===== src/rtl/switch_debounce_3.sv =====
`default_nettype none
// =============================================================================
//  Module      : switch_debounce_3
//  Description : Three-channel synchroniser + debouncer with rise/fall ticks.
//  Revision    : 1.0 - initial release
// =============================================================================

module switch_debounce_3 #(
   parameter int SYNC_STAGES = 2,
   parameter int DB_COUNT    = 500000,
   parameter int CNT_W       = 19
) (
   input  logic       clk,
   input  logic       reset,
   input  logic [2:0] sw_raw,
   output logic [2:0] db_level,
   output logic [2:0] rise_tick,
   output logic [2:0] fall_tick
);

   typedef enum logic [1:0] {
      ST_ZERO  = 2'd0,
      ST_WAIT1 = 2'd1,
      ST_ONE   = 2'd2,
      ST_WAIT0 = 2'd3
   } state_t;

   localparam logic [CNT_W-1:0] c_cnt_last = CNT_W'(DB_COUNT - 1);

   if ((SYNC_STAGES < 2) || (DB_COUNT < 1) ||
       ((CNT_W < 31) && ((1 << CNT_W) <= DB_COUNT))) begin : g_param_err
      $error("switch_debounce_3: illegal SYNC_STAGES/DB_COUNT/CNT_W combination");
   end

   for (genvar i = 0; i < 3; i++) begin : g_ch
      logic [SYNC_STAGES-1:0] r_sync;
      state_t                 r_state;
      state_t                 w_state_nxt;
      logic [CNT_W-1:0]       r_cnt;
      logic [CNT_W-1:0]       w_cnt_nxt;
      logic                   r_db;
      logic                   r_rise;
      logic                   r_fall;
      logic                   w_rise_nxt;
      logic                   w_fall_nxt;
      logic                   w_s;

      assign w_s = r_sync[SYNC_STAGES-1];

      always_ff @(posedge clk or posedge reset) begin
         if (reset) begin
            r_sync <= '0;
         end else begin
            r_sync <= {r_sync[SYNC_STAGES-2:0], sw_raw[i]};
         end
      end

      always_comb begin
         w_state_nxt = r_state;
         w_cnt_nxt   = r_cnt;
         w_rise_nxt  = 1'b0;
         w_fall_nxt  = 1'b0;
         case (r_state)
            ST_ZERO: begin
               if (w_s) begin
                  w_state_nxt = ST_WAIT1;
                  w_cnt_nxt   = '0;
               end
            end
            ST_WAIT1: begin
               if (!w_s) begin
                  w_state_nxt = ST_ZERO;
               end else if (r_cnt == c_cnt_last) begin
                  w_state_nxt = ST_ONE;
                  w_rise_nxt  = 1'b1;
               end else begin
                  w_cnt_nxt = r_cnt + CNT_W'(1);
               end
            end
            ST_ONE: begin
               if (!w_s) begin
                  w_state_nxt = ST_WAIT0;
                  w_cnt_nxt   = '0;
               end
            end
            ST_WAIT0: begin
               if (w_s) begin
                  w_state_nxt = ST_ONE;
               end else if (r_cnt == c_cnt_last) begin
                  w_state_nxt = ST_ZERO;
                  w_fall_nxt  = 1'b1;
               end else begin
                  w_cnt_nxt = r_cnt + CNT_W'(1);
               end
            end
            default: begin
               w_state_nxt = ST_ZERO;
            end
         endcase
      end

      // db_level is derived from the next state so level and tick appear together
      always_ff @(posedge clk or posedge reset) begin
         if (reset) begin
            r_state <= ST_ZERO;
            r_cnt   <= '0;
            r_db    <= 1'b0;
            r_rise  <= 1'b0;
            r_fall  <= 1'b0;
         end else begin
            r_state <= w_state_nxt;
            r_cnt   <= w_cnt_nxt;
            r_db    <= (w_state_nxt == ST_ONE) || (w_state_nxt == ST_WAIT0);
            r_rise  <= w_rise_nxt;
            r_fall  <= w_fall_nxt;
         end
      end

      assign db_level[i]  = r_db;
      assign rise_tick[i] = r_rise;
      assign fall_tick[i] = r_fall;
   end

endmodule

`default_nettype wire

===== config.mk =====
export PLATFORM = sky130hd
export DESIGN_NAME = switch_debounce_3
export DESIGN_NICKNAME = d
export VERILOG_FILES = /design/src/rtl/switch_debounce_3.sv
export SDC_FILE = /design/constraint.sdc
export NUM_CORES = 1
export LEC_CHECK = 0
export ABC_AREA = 1
export BUFFER_PORTS_ARGS = -buffer_cell sky130_fd_sc_hd__buf_4
export CORE_ASPECT_RATIO = 0.7
export CORE_UTILIZATION = 30
export DETAILED_ROUTE_END_ITERATION = 7
export PLACE_DENSITY = 0.48
export SLEW_MARGIN = 0
export SYNTH_ARGS = -nofsm -noshare
export SYNTH_HDL_FRONTEND = slang
export SYNTH_SLANG_ARGS = --single-unit

===== constraint.sdc =====
create_clock -name clk -period 4.9 [get_ports clk]
set_input_delay 0.735 -clock clk [delete_from_list [all_inputs] [get_ports clk]]
set_output_delay 0.735 -clock clk [all_outputs]
set_load 0.02 [all_outputs]

* Word-level counts from Yosys, hierarchy flattened *
Index checks and enable logic that the tools add are counted.

word-level totals
  bits in registers = 78
  output and inout bits = 9

cells by class
  $add $sub $neg = 3
  equal/unequal tests = 30
  muxes and demuxes = 54
  reduce and logical (&&, ||, !) cells = 9

operators by type and width
  cell                                                                    count
  19-bit 2-to-1 mux                                                       15
  19-bit one-hot mux with 4 select lines                                  3
  19-bit by 1-bit adder with 19-bit output (second input constant)        3
  19-bit equality test (second input constant)                            3
  2-bit 2-to-1 mux                                                        18
  2-bit equality test (second input constant)                             12
  2-bit inequality test (second input constant)                           12
  2-bit one-hot mux with 4 select lines                                   3
  1-bit 2-to-1 mux                                                        15
  4-bit AND reduction                                                     3
  2-bit by 1-bit equality test with 1-bit output (second input constant)  3
  2-bit zero test                                                         3
  1-bit logical OR                                                        3

* Depth between registers and ports, before layout *
Gate-level depths: netlist (run 1).

  word-level depth = 6
  depth in mapped cells = 11
  gate-level depth less buffers = 10

* Worst setup path after synthesis (run 1) *
Ideal clock, no wire load.

  kind = register to register
  from = register g_ch[1].r_cnt[0]
  to = register g_ch[1].r_cnt[13]
  data arrival time = 1.509 ns
  path slack = 3.264 ns
  cell stages (with the launch flop) = 12
  path buffers = 2
  period minus slack after synthesis = 1.636 ns
  cell sequence = dfrtp_1 -> ha_1 -> buf_2 -> nand3_2 -> inv_2 -> nand3_2 -> nor2_4 -> nor2_4 -> clkinv_2 -> buf_6 -> nand2_1 -> o21ai_0

between the ends
  cells in the longest elaborated chain, start to end = 4
  elaborated cells between the ends (all ways) = 6
  classes of those cells = 1 x add/sub; 1 x eq/ne; 4 x mux

ends and longest elaborated chain
  what                                                                                     line    source
  start: declaration                                                                       39      logic [CNT_W-1:0] r_cnt;
  start signal: assignment                                                                 112     r_cnt <= w_cnt_nxt;
  19-bit by 1-bit adder with 19-bit output / 19-bit equality test (equally long branches)  --
  19-bit 2-to-1 mux (*)                                                                    73, 89
  19-bit 2-to-1 mux, on equally long branches                                              87, 71
  19-bit one-hot mux with 4 select lines (*)                                               63      case (r_state)

Mark *: on every way between the ends. The rest lies on a longest branch, timed or not. The select of a mux whose other input is x is not followed.
A chain may end at the register's enable or synchronous reset.

* Final worst setup path (run 1) *
  from = register g_ch[1].r_cnt[0]
  to = register g_ch[1].r_cnt[5]

The elaborated chain is that of the path after synthesis.

==> impl_metrics.yaml, run 1 <==
outcome:
  outcome: "finished, violations left"
  violations: "DRC"
yosys:
  ys_seq_area_share_pct: 40.2
  yosys_warnings: 0
  yosysUniqueCellTypes: 36
  netlist_instances: 654
  synth_area_sq_um: 4730
  syn_nets: 662
  syn_area_per_cell_sq_um: 7.24
  synth-seq-cells: 76
critical_path:
  endpoint_kind: "flip-flop"
  cp_max_fo: 26
  critPathLaunchType: "flip-flop"
  crit_required_ns: 5.15
  critPathKind: "reg -> reg"
  cp_data_arrival_time_ns: 2.38
sta:
  post-route-min-period_ns: 2.13
  hold_ws_ns: 0.361
  fin_tns_setup_ns: 0
  relSlewSlack_pct: 52.8
  fin_skew_ns: 0.0112
  grt_setup_unrepaired: "no"
  worst_pin_slew_ns: 0.708
  fin_ws_ns: 2.77
  clock.fmax_mhz: 470
  finalCritPeriodShare_pct: 43.5
  maxSlewViolCount: 0
  setup_viol: 0
  hold_viol: 0
clocking:
  cts_setup_buffers: 0
  cts_max_level: 3
  ctsHoldBuffers: 0
  cts.path.max_buffers: 2
  cts-resized-gates: 0
  cts_tree: "yes"
  clock-root-buffer: "clkbuf_16"
  insertion_delay_ns: 0.34
  cts_made_buffers: 9
  clkTransAtPathRegs_ns: 0.07
  clock_sinks: 76
pwr:
  power_leakage_nw: 2.20
  p_comb_share_pct: 4.4
  power.internal_mw: 1.01
  p_sw_uw: 360
  ir_drop_mv: 0.143
  seq_power_share_pct: 48.4
  p_per_area_nw_per_um2: 264
  pwr-share-clk_pct: 47.2
  switching_share_pct: 26.3
min_path:
  hold_class: "reg -> reg"
global_route:
  grt_max_degree: 43
  grt_pass1_wl_mm: 18.3
  antenna_found_initial: 0
  grt_pass1_vias: 3683
  grt_usage_pct: 14.1
  gr-total-overflow: 0
route:
  num_vias: 3988
  drc: 2
  drt-pass1-iter-count: 6
  wl_per_cell_um: 12.3
  drt_iter0_markers: 277
  vias_per_cell: 4.64
  drtAntennaViolNets: 0
  wl_mm: 10.6
finish:
  n_antenna_cell: 0
  synthToLayoutAreaGrowth_pct: 9.28
  layout-drive-gt1-share_pct: 9.71
  final_util_pct: 33.5
  fin_area_sq_um: 5170
  layout.nets: 662
placement:
  pre_cts_slack_ns: 2.83
  gp_congestion: 0.847
  io_buffers: 13
  dp_hpwl_mm: 7.56
  dpl_cell_area_sq_um: 4880
die:
  fp.dieArea_sq_um: 16300
  die_y_um: 107
  io_pins: 14
  num_rows: 38
  core_sq_um: 15500
  start_util_pct: 30.6
  die_w_um: 152
flow_run:
  drv_cap: 0
-- critical path, stage by stage (launching register included) --
cell	delay, ns
dfrtp_1	0.44
ha_1	0.33
nand3_2	0.13
inv_2	0.06
nand3_2	0.10
nor2_4	0.06
nor2_4	0.27
clkinv_2	0.36
o21ai_0	0.27
-- metal layers --
metal	up-vias	global-route usage, %	wire length (um)
li1	2092	-	-
met5	-	0	0
met4	0	3.28	60
met2	49	19.7	4270
met3	5	3.88	293
met1	1842	21.0	5980
-- layout by cell type (no fill, tap or decap), types with 4 or more instances in the layout --
master	instances
nand2_1	211
dfrtp_1	76
nor2_1	74
nand3_1	67
inv_1	63
o21ai_0	26
nand4_1	20
buf_4	14
o21ai_2	12
xor2_1	12
o21ai_1	10
nand3b_1	9
clkbuf_16	9
nand3_2	6
nor2_4	6
and2_1	6
clkinv_4	5
o21bai_1	5
nor3_1	4
-- layout make-up --
class / count / area, sq um
clock buffer: 9 / 225
tap: 200 / 250
timing repair buffer: 14 / 105
clock inverter: 7 / 61.3
fill: 1648 / 10300
sequential: 76 / 1900
inverter: 68 / 268
multi-input combinational: 485 / 2360
-- worst paths after layout --
path	startpoint	to	slack [ns]	cells after the start
max in group asynchronous	reset	g_ch[1].r_cnt[6]$_DFFE_PP0P_	3.46	3
min in group asynchronous	reset	g_ch[1].r_db$_DFF_PP0_	0.46	2
setup reg to reg	g_ch[1].r_cnt[0]$_DFFE_PP0P_	g_ch[1].r_cnt[5]$_DFFE_PP0P_	2.77	8
setup / recovery	g_ch[1].r_cnt[0]$_DFFE_PP0P_	g_ch[1].r_cnt[5]$_DFFE_PP0P_	2.77	8
hold / removal	g_ch[0].r_sync[0]$_DFF_PP0_	g_ch[0].r_sync[1]$_DFF_PP0_	0.36	0
hold reg to reg	g_ch[0].r_sync[0]$_DFF_PP0_	g_ch[0].r_sync[1]$_DFF_PP0_	0.36	0
-- cells by family after synthesis --
group / after synthesis / synth area share, %
buffers and inverters: 93 / 9.94
adders and majority gates: 3 / 0.793
xor gates and xnor gates: 15 / 2.78
AOI/OAI and AO/OA: 56 / 7.24
DFF: 76 / 40.2
and+or+nand+nor: 411 / 39.1
-- cells in the mapped netlist (all sizes together) --
library cell  count  area [sq um]
nor3              4          20.0
clkbuf            3          11.3
nand2           212           798
ha                3          37.5
clkinv            3          22.5
a21oi             1          5.00
nand3b            9          67.6
buf              22           193
dfrtp            76          1900
o21bai            5          37.5
xnor2             3          26.3
and2              6          37.5
xor2             12           105
nor3b             1          7.51
o21ai            48           285
inv              65           244
nor4              2          12.5
nand3            73           395
or2               2          12.5
o21a              2          15.0
nor2             82           372
nand4            20           125
-- flip-flops by register name (all words and copies together) (netlist names) --
name          cells
g_ch.r_fall       3
g_ch.r_sync       6
g_ch.r_rise       3
g_ch.r_db         2
g_ch.r_state      5
g_ch.r_cnt       57
-- per-stage QoR --
step	std cells	total power, mW
floorplan	654	0.722
global placement	843	0.734
detailed placement	843	0.735
CTS	859	1.39
global route	859	1.43
finish	859	1.37
-- power groups by stage --
stage	clock, mW	combinational [mW]	sequential, mW
2_1_floorplan	0	0.0595	0.662
3_3_place_gp	0	0.0608	0.673
3_5_place_dp	0	0.0616	0.673
4_1_cts	0.670	0.0622	0.662
5_1_grt	0.691	0.0703	0.664
6_report	0.645	0.0601	0.662
Note: power is estimated with default switching activity, not from simulation.
==> run 2, diff against run 1 <==
PLACE_DENSITY = 0.5   (was 0.48)
clock period = 1.85 ns   (was 4.9 ns; I/O delays follow)
==> impl_metrics.yaml, run 2 (same netlist as run 1, synthesis figures left out) <==
critical_path:
  timing.rr.start: "g_ch[2].r_cnt[0]$_DFFE_PP0P_"
  crit_top_cell: "nor2_4"
  critPathKind: "reg -> reg"
  crit_required_ns: 2.08
  cp_max_fo: 12
  crit_path_top_delay_cell: "dfrtp_1"
  worstPathCellList: "ha_1 -> nand2_2 -> nor2_4 -> nand3_2 -> nor2_4 -> nor2_8 -> buf_4 -> nand3_1 -> nand2_1"
  endpoint_kind: "flip-flop"
  critPathLaunchType: "flip-flop"
  crit_path_max_incr_delay_ns: 0.42
  reg2reg_setup_slack_ns: 0.15
  cp_data_arrival_time_ns: 1.93
  ff2ff_path_depth: 9
  reg2reg_to: "g_ch[2].r_cnt[17]$_DFFE_PP0P_"
clocking:
  cts.path.max_buffers: 2
  clkTransAtPathRegs_ns: 0.06
  cts_max_level: 3
  clock-root-buffer: "clkbuf_16"
  clock_sinks: 76
  insertion_delay_ns: 0.34
  cts_made_buffers: 9
  cts_tree: "yes"
route:
  drc: 6
  num_vias: 4092
  drt_iter0_markers: 340
  wl_mm: 10.9
  wl_per_cell_um: 12.5
  drtAntennaViolNets: 0
  vias_per_cell: 4.69
  drt-pass1-iter-count: 7
pwr:
  p_sw_uw: 868
  pwr-share-clk_pct: 46.9
  power.internal_mw: 2.79
  p_comb_share_pct: 5.7
  switching_share_pct: 23.7
  power_leakage_nw: 2.28
  p_per_area_nw_per_um2: 690
  seq_power_share_pct: 47.3
  finalPower_mw: 3.66
  ir_drop_mv: 0.359
die:
  core_sq_um: 15500
  die_y_um: 107
  start_util_pct: 30.6
  fp.dieArea_sq_um: 16300
  io_pins: 14
  num_rows: 38
  die_w_um: 152
outcome:
  outcome: "finished, violations left"
  violations: "DRC"
finish:
  nFillCells: 1600
  seqCellArea_sq_um: 1900
  synthToLayoutAreaGrowth_pct: 12.0
  fin_area_sq_um: 5300
  regMostFlops: "g_ch.r_cnt"
  layout.nets: 675
  n_antenna_cell: 0
  multi_input_area_sq_um: 2360
  layout-drive-gt1-share_pct: 11.3
  layout_commonest_cell: "nand2_1"
  largest_register_ffs: 57
  reg_top3: "g_ch.r_cnt x57, g_ch.r_sync x6, g_ch.r_state x5"
  final_cell_mix: "nand2_1 (211), dfrtp_1 (76), nor2_1 (73)"
min_path:
  hp-start: "sw_raw[1]"
  hold_end: "g_ch[1].r_sync[0]$_DFF_PP0_"
  hold_depth: 1
  hold_class: "in -> reg"
sta:
  worst_pin_slew_ns: 0.441
  maxSlewViolCount: 0
  finalCritPeriodShare_pct: 92.0
  fin_ws_ns: 0.148
  hold_viol: 0
  post-route-min-period_ns: 1.70
  fin_skew_ns: 0.00528
  clock.fmax_mhz: 587
  grt_setup_unrepaired: "no"
  relSlewSlack_pct: 70.4
  setup_viol: 0
  fin_tns_setup_ns: 0
placement:
  pre_cts_slack_ns: 0.0237
  dpl_cell_area_sq_um: 4970
  dp_hpwl_mm: 7.81
  io_buffers: 13
  gp_congestion: 0.877
global_route:
  gr-total-overflow: 0
  grt_pass1_wl_mm: 18.7
  grt_usage_pct: 14.3
  antenna_found_initial: 0
  grt_pass1_vias: 3773
  grt_max_degree: 61
flow_run:
  drv_cap: 0
run 2: cell types whose count changed in the layout (fill, tap and decap cells not counted), sizes merged:
cell | previous run | this run
buf | 14 | 26
bufinv | 0 | 1
clkbuf | 9 | 10
clkinv | 7 | 6
clkinvlp | 2 | 1
dlygate4sd3 | 0 | 1
run 2: power by group through the flow:
| stage | Sequential, mW | Combinational (mW) | Clock (mW) |
|---|---|---|---|
| after floorplan | 1.75 | 0.158 | 0 |
| after global placement | 1.76 | 0.203 | 0 |
| after detailed placement | 1.76 | 0.206 | 0 |
| after CTS | 1.73 | 0.210 | 1.79 |
| after global routing | 1.74 | 0.240 | 1.85 |
| final | 1.73 | 0.210 | 1.72 |
run 2: metrics by stage:
stage	hold WS, ns	utilization (%)	std cells
2_1_floorplan	0.309	-	654
3_3_place_gp	0.303	32.2	853
3_5_place_dp	0.304	32.2	853
4_1_cts	0.0326	34.1	870
5_1_grt	0.0330	34.3	872
6_report	0.0437	34.3	872
run 2: cell type report:
cell class              count  area share, %
repair buffers             27           4.11
clock buffers              10           4.32
well taps                 200           4.72
flip-flops and latches     76           35.9
multi-input cells         485           44.6
clock inverters             6           1.04
inverters                  68           5.36
run 2: routing by layer:
layer | wire length (um) | GRT usage (%) | vias to the layer above
met3 | 525 | 3.07 | 10
li1 | - | - | 2109
met4 | 105 | 4.37 | 0
met2 | 4420 | 20.9 | 81
met1 | 5870 | 20.9 | 1892
met5 | 0 | 0 | -
run 2: worst max path at each step:
stage	from	end	slack (ns)	cells after the start
5_1_grt	g_ch[2].r_cnt[0]$_DFFE_PP0P_	g_ch[2].r_cnt[13]$_DFFE_PP0P_	0.006	9
6_report	g_ch[2].r_cnt[0]$_DFFE_PP0P_	g_ch[2].r_cnt[17]$_DFFE_PP0P_	0.15	9
4_1_cts	g_ch[0].r_cnt[1]$_DFFE_PP0P_	g_ch[0].r_cnt[6]$_DFFE_PP0P_	0.04	9
2_1_floorplan	g_ch[1].r_cnt[0]$_DFFE_PP0P_	g_ch[1].r_cnt[13]$_DFFE_PP0P_	0.21	11
3_5_place_dp	g_ch[0].r_cnt[1]$_DFFE_PP0P_	g_ch[0].r_cnt[6]$_DFFE_PP0P_	0.02	9
3_3_place_gp	g_ch[0].r_cnt[1]$_DFFE_PP0P_	g_ch[0].r_cnt[16]$_DFFE_PP0P_	0.1	9
run 2: worst max-delay path: cells and delay by family, from the launching register on:
| kind | cells | cell delay [ns] |
|---|---|---|
| adders and majority gates | 1 | 0.21 |
| and+or+nand+nor | 7 | 0.77 |
| DFF | 1 | 0.42 |
| buffers and inverters | 1 | 0.19 |
run 2: what timing repair did:
| action | CTS | global route |
|---|---|---|
| setup endpoints to repair | 1 | 33 |
| endpoints found under the hold margin | 16 | 0 |
| setup buffers | 0 | 2 |
| hold buffers | 1 | 0 |
| pin swaps | 0 | 1 |
| resized for setup | 1 | 4 |
==> run 3, diff against run 2 <==
BUFFER_PORTS_ARGS = -buffer_cell sky130_fd_sc_hd__buf_2   (was -buffer_cell sky130_fd_sc_hd__buf_4)
==> impl_metrics.yaml, run 3 (same netlist as run 1, synthesis figures left out) <==
clocking:
  clock_sinks: 76
  cts_tree: "yes"
  clkTransAtPathRegs_ns: 0.06
  insertion_delay_ns: 0.33
  cts.path.max_buffers: 2
  cts_setup_buffers: 0
  cts_made_buffers: 9
  cts_max_level: 3
  clock-root-buffer: "clkbuf_16"
die:
  start_util_pct: 30.6
  num_rows: 38
  core_sq_um: 15500
  io_pins: 14
  die_w_um: 152
  die_y_um: 107
  fp.dieArea_sq_um: 16300
finish:
  regMostFlops: "g_ch.r_cnt"
  layout_commonest_cell: "nand2_1"
  layoutNonFillerInstCount: 869
  final_cell_mix: "nand2_1 (211), dfrtp_1 (75), nor2_1 (74)"
  synthToLayoutAreaGrowth_pct: 11.9
  largest_register_ffs: 57
  nFillCells: 1633
  layout-drive-gt1-share_pct: 11.2
  reg_top3: "g_ch.r_cnt x57, g_ch.r_sync x6, g_ch.r_state x5"
  n_antenna_cell: 0
  layout.nets: 673
route:
  drtAntennaViolNets: 0
  num_vias: 4107
  drt-pass1-iter-count: 6
  wl_mm: 10.8
  drc: 7
  wl_per_cell_um: 12.4
  drt_iter0_markers: 263
  vias_per_cell: 4.73
placement:
  dp_cells: 854
  dp_hpwl_mm: 7.71
  gp_congestion: 0.851
  io_buffers: 13
pwr:
  power_leakage_nw: 2.28
  p_per_area_nw_per_um2: 748
  ir_drop_mv: 0.429
critical_path:
  cp_top_family: "simple AND/OR/NAND/NOR gates"
  endpoint_kind: "flip-flop"
  reg2reg_setup_slack_ns: 0.17
  crit_required_ns: 2.06
  critPathLaunchType: "flip-flop"
  cp_data_arrival_time_ns: 1.89
  worstPathCellList: "ha_1 -> nand3_2 -> nor2_2 -> nand3_2 -> nor2_4 -> nor2_4 -> inv_8 -> nand2_1 -> o21ai_0"
  critical_path_buf_inv_count: 1
  crit_path_top_delay_cell: "dfrtp_1"
  cp_max_fo: 27
  crit_path_max_incr_delay_ns: 0.40
  critPathKind: "reg -> reg"
global_route:
  grt_max_degree: 77
  grt_pass1_wl_mm: 19.1
  grt_usage_pct: 14.5
  gr-total-overflow: 0
  grt_pass1_vias: 3923
  antenna_found_initial: 0
min_path:
  hold_class: "in -> async"
sta:
  setup_viol: 0
  post-route-min-period_ns: 1.68
  worst_pin_slew_ns: 0.438
  relSlewSlack_pct: 70.6
  maxSlewViolCount: 0
  clock.fmax_mhz: 595
  finalCritPeriodShare_pct: 90.8
  grt_setup_unrepaired: "no"
  fin_skew_ns: 0.00822
  fin_tns_setup_ns: 0
  hold_viol: 0
flow_run:
  drv_cap: 0
outcome:
  outcome: "finished, violations left"
  violations: "DRC"
run 3: changes by cell type in the layout (fill, tap and decap cells not counted):
cell,delta
clkinv_2,-4
inv_6,+1
nor2_1,+1
clkinv_4,+2
buf_4,-14
buf_2,+13
bufinv_16,+2
clkbuf_1,-1
clkinv_8,-1
dlygate4sd3_1,-1
nor2_2,-1
dfrtp_2,+1
dfrtp_1,-1
run 3: final timing paths:
kind | startpoint | end | depth (start not counted)
max in group asynchronous | reset | g_ch[1].r_cnt[0]$_DFFE_PP0P_ | 3
min in group clk | sw_raw[0] | g_ch[0].r_sync[0]$_DFF_PP0_ | 1
worst min-delay path | reset | g_ch[2].r_db$_DFF_PP0_ | 3
worst max-delay path | g_ch[0].r_cnt[1]$_DFFE_PP0P_ | g_ch[0].r_cnt[9]$_DFFE_PP0P_ | 9
worst min register to register | g_ch[1].r_sync[0]$_DFF_PP0_ | g_ch[1].r_sync[1]$_DFF_PP0_ | 0
worst max register to register | g_ch[0].r_cnt[1]$_DFFE_PP0P_ | g_ch[0].r_cnt[9]$_DFFE_PP0P_ | 9
run 3: metrics by stage:
stage	setup slack, ns	hold WS, ns	cell area (sq um)	power [mW]	util [%]
after floorplan	0.214	0.309	4740	1.91	-
after global placement	0.0724	0.336	4950	1.96	32.0
after detailed placement	0.00461	0.335	4950	1.97	32.0
after CTS	0.00265	0.0383	5290	4.03	34.2
after global routing	0.0264	0.0334	5300	4.13	34.3
final	0.170	0.0485	5300	3.96	34.3
run 3: power breakdown:
part | total (mW) | internal [mW] | switching [mW] | leakage (nW)
sequential | 1.73 | 1.70 | 0.0348 | 1.03
combinational | 0.201 | 0.0571 | 0.144 | 1.08
clock | 2.03 | 1.32 | 0.712 | 0.166
run 3: layout make-up:
cell class	instances	area, sq um	area share, %
repair buffers	25	168	3.17
multi-input cells	485	2360	44.6
well taps	200	250	4.73
flip-flops and latches	76	1900	35.9
inverters	68	277	5.22
clock buffers	9	225	4.25
clock inverters	6	113	2.13
run 3: what timing repair did:
action | CTS | global route
hold buffers | 0 | 0
resized for setup | 0 | 4
endpoints found under the setup margin | 0 | 34
run 3: worst min-delay path: cells and delay by family:
family / cells / cell delay (ns)
buffers and inverters: 3 / 0.52
run 3: per-layer routing:
layer	share of wire, %	track usage [%]
met4	0.47	2.99
met3	3.6	3.27
met1	54	20.9
met5	0	0
met2	42	22.1
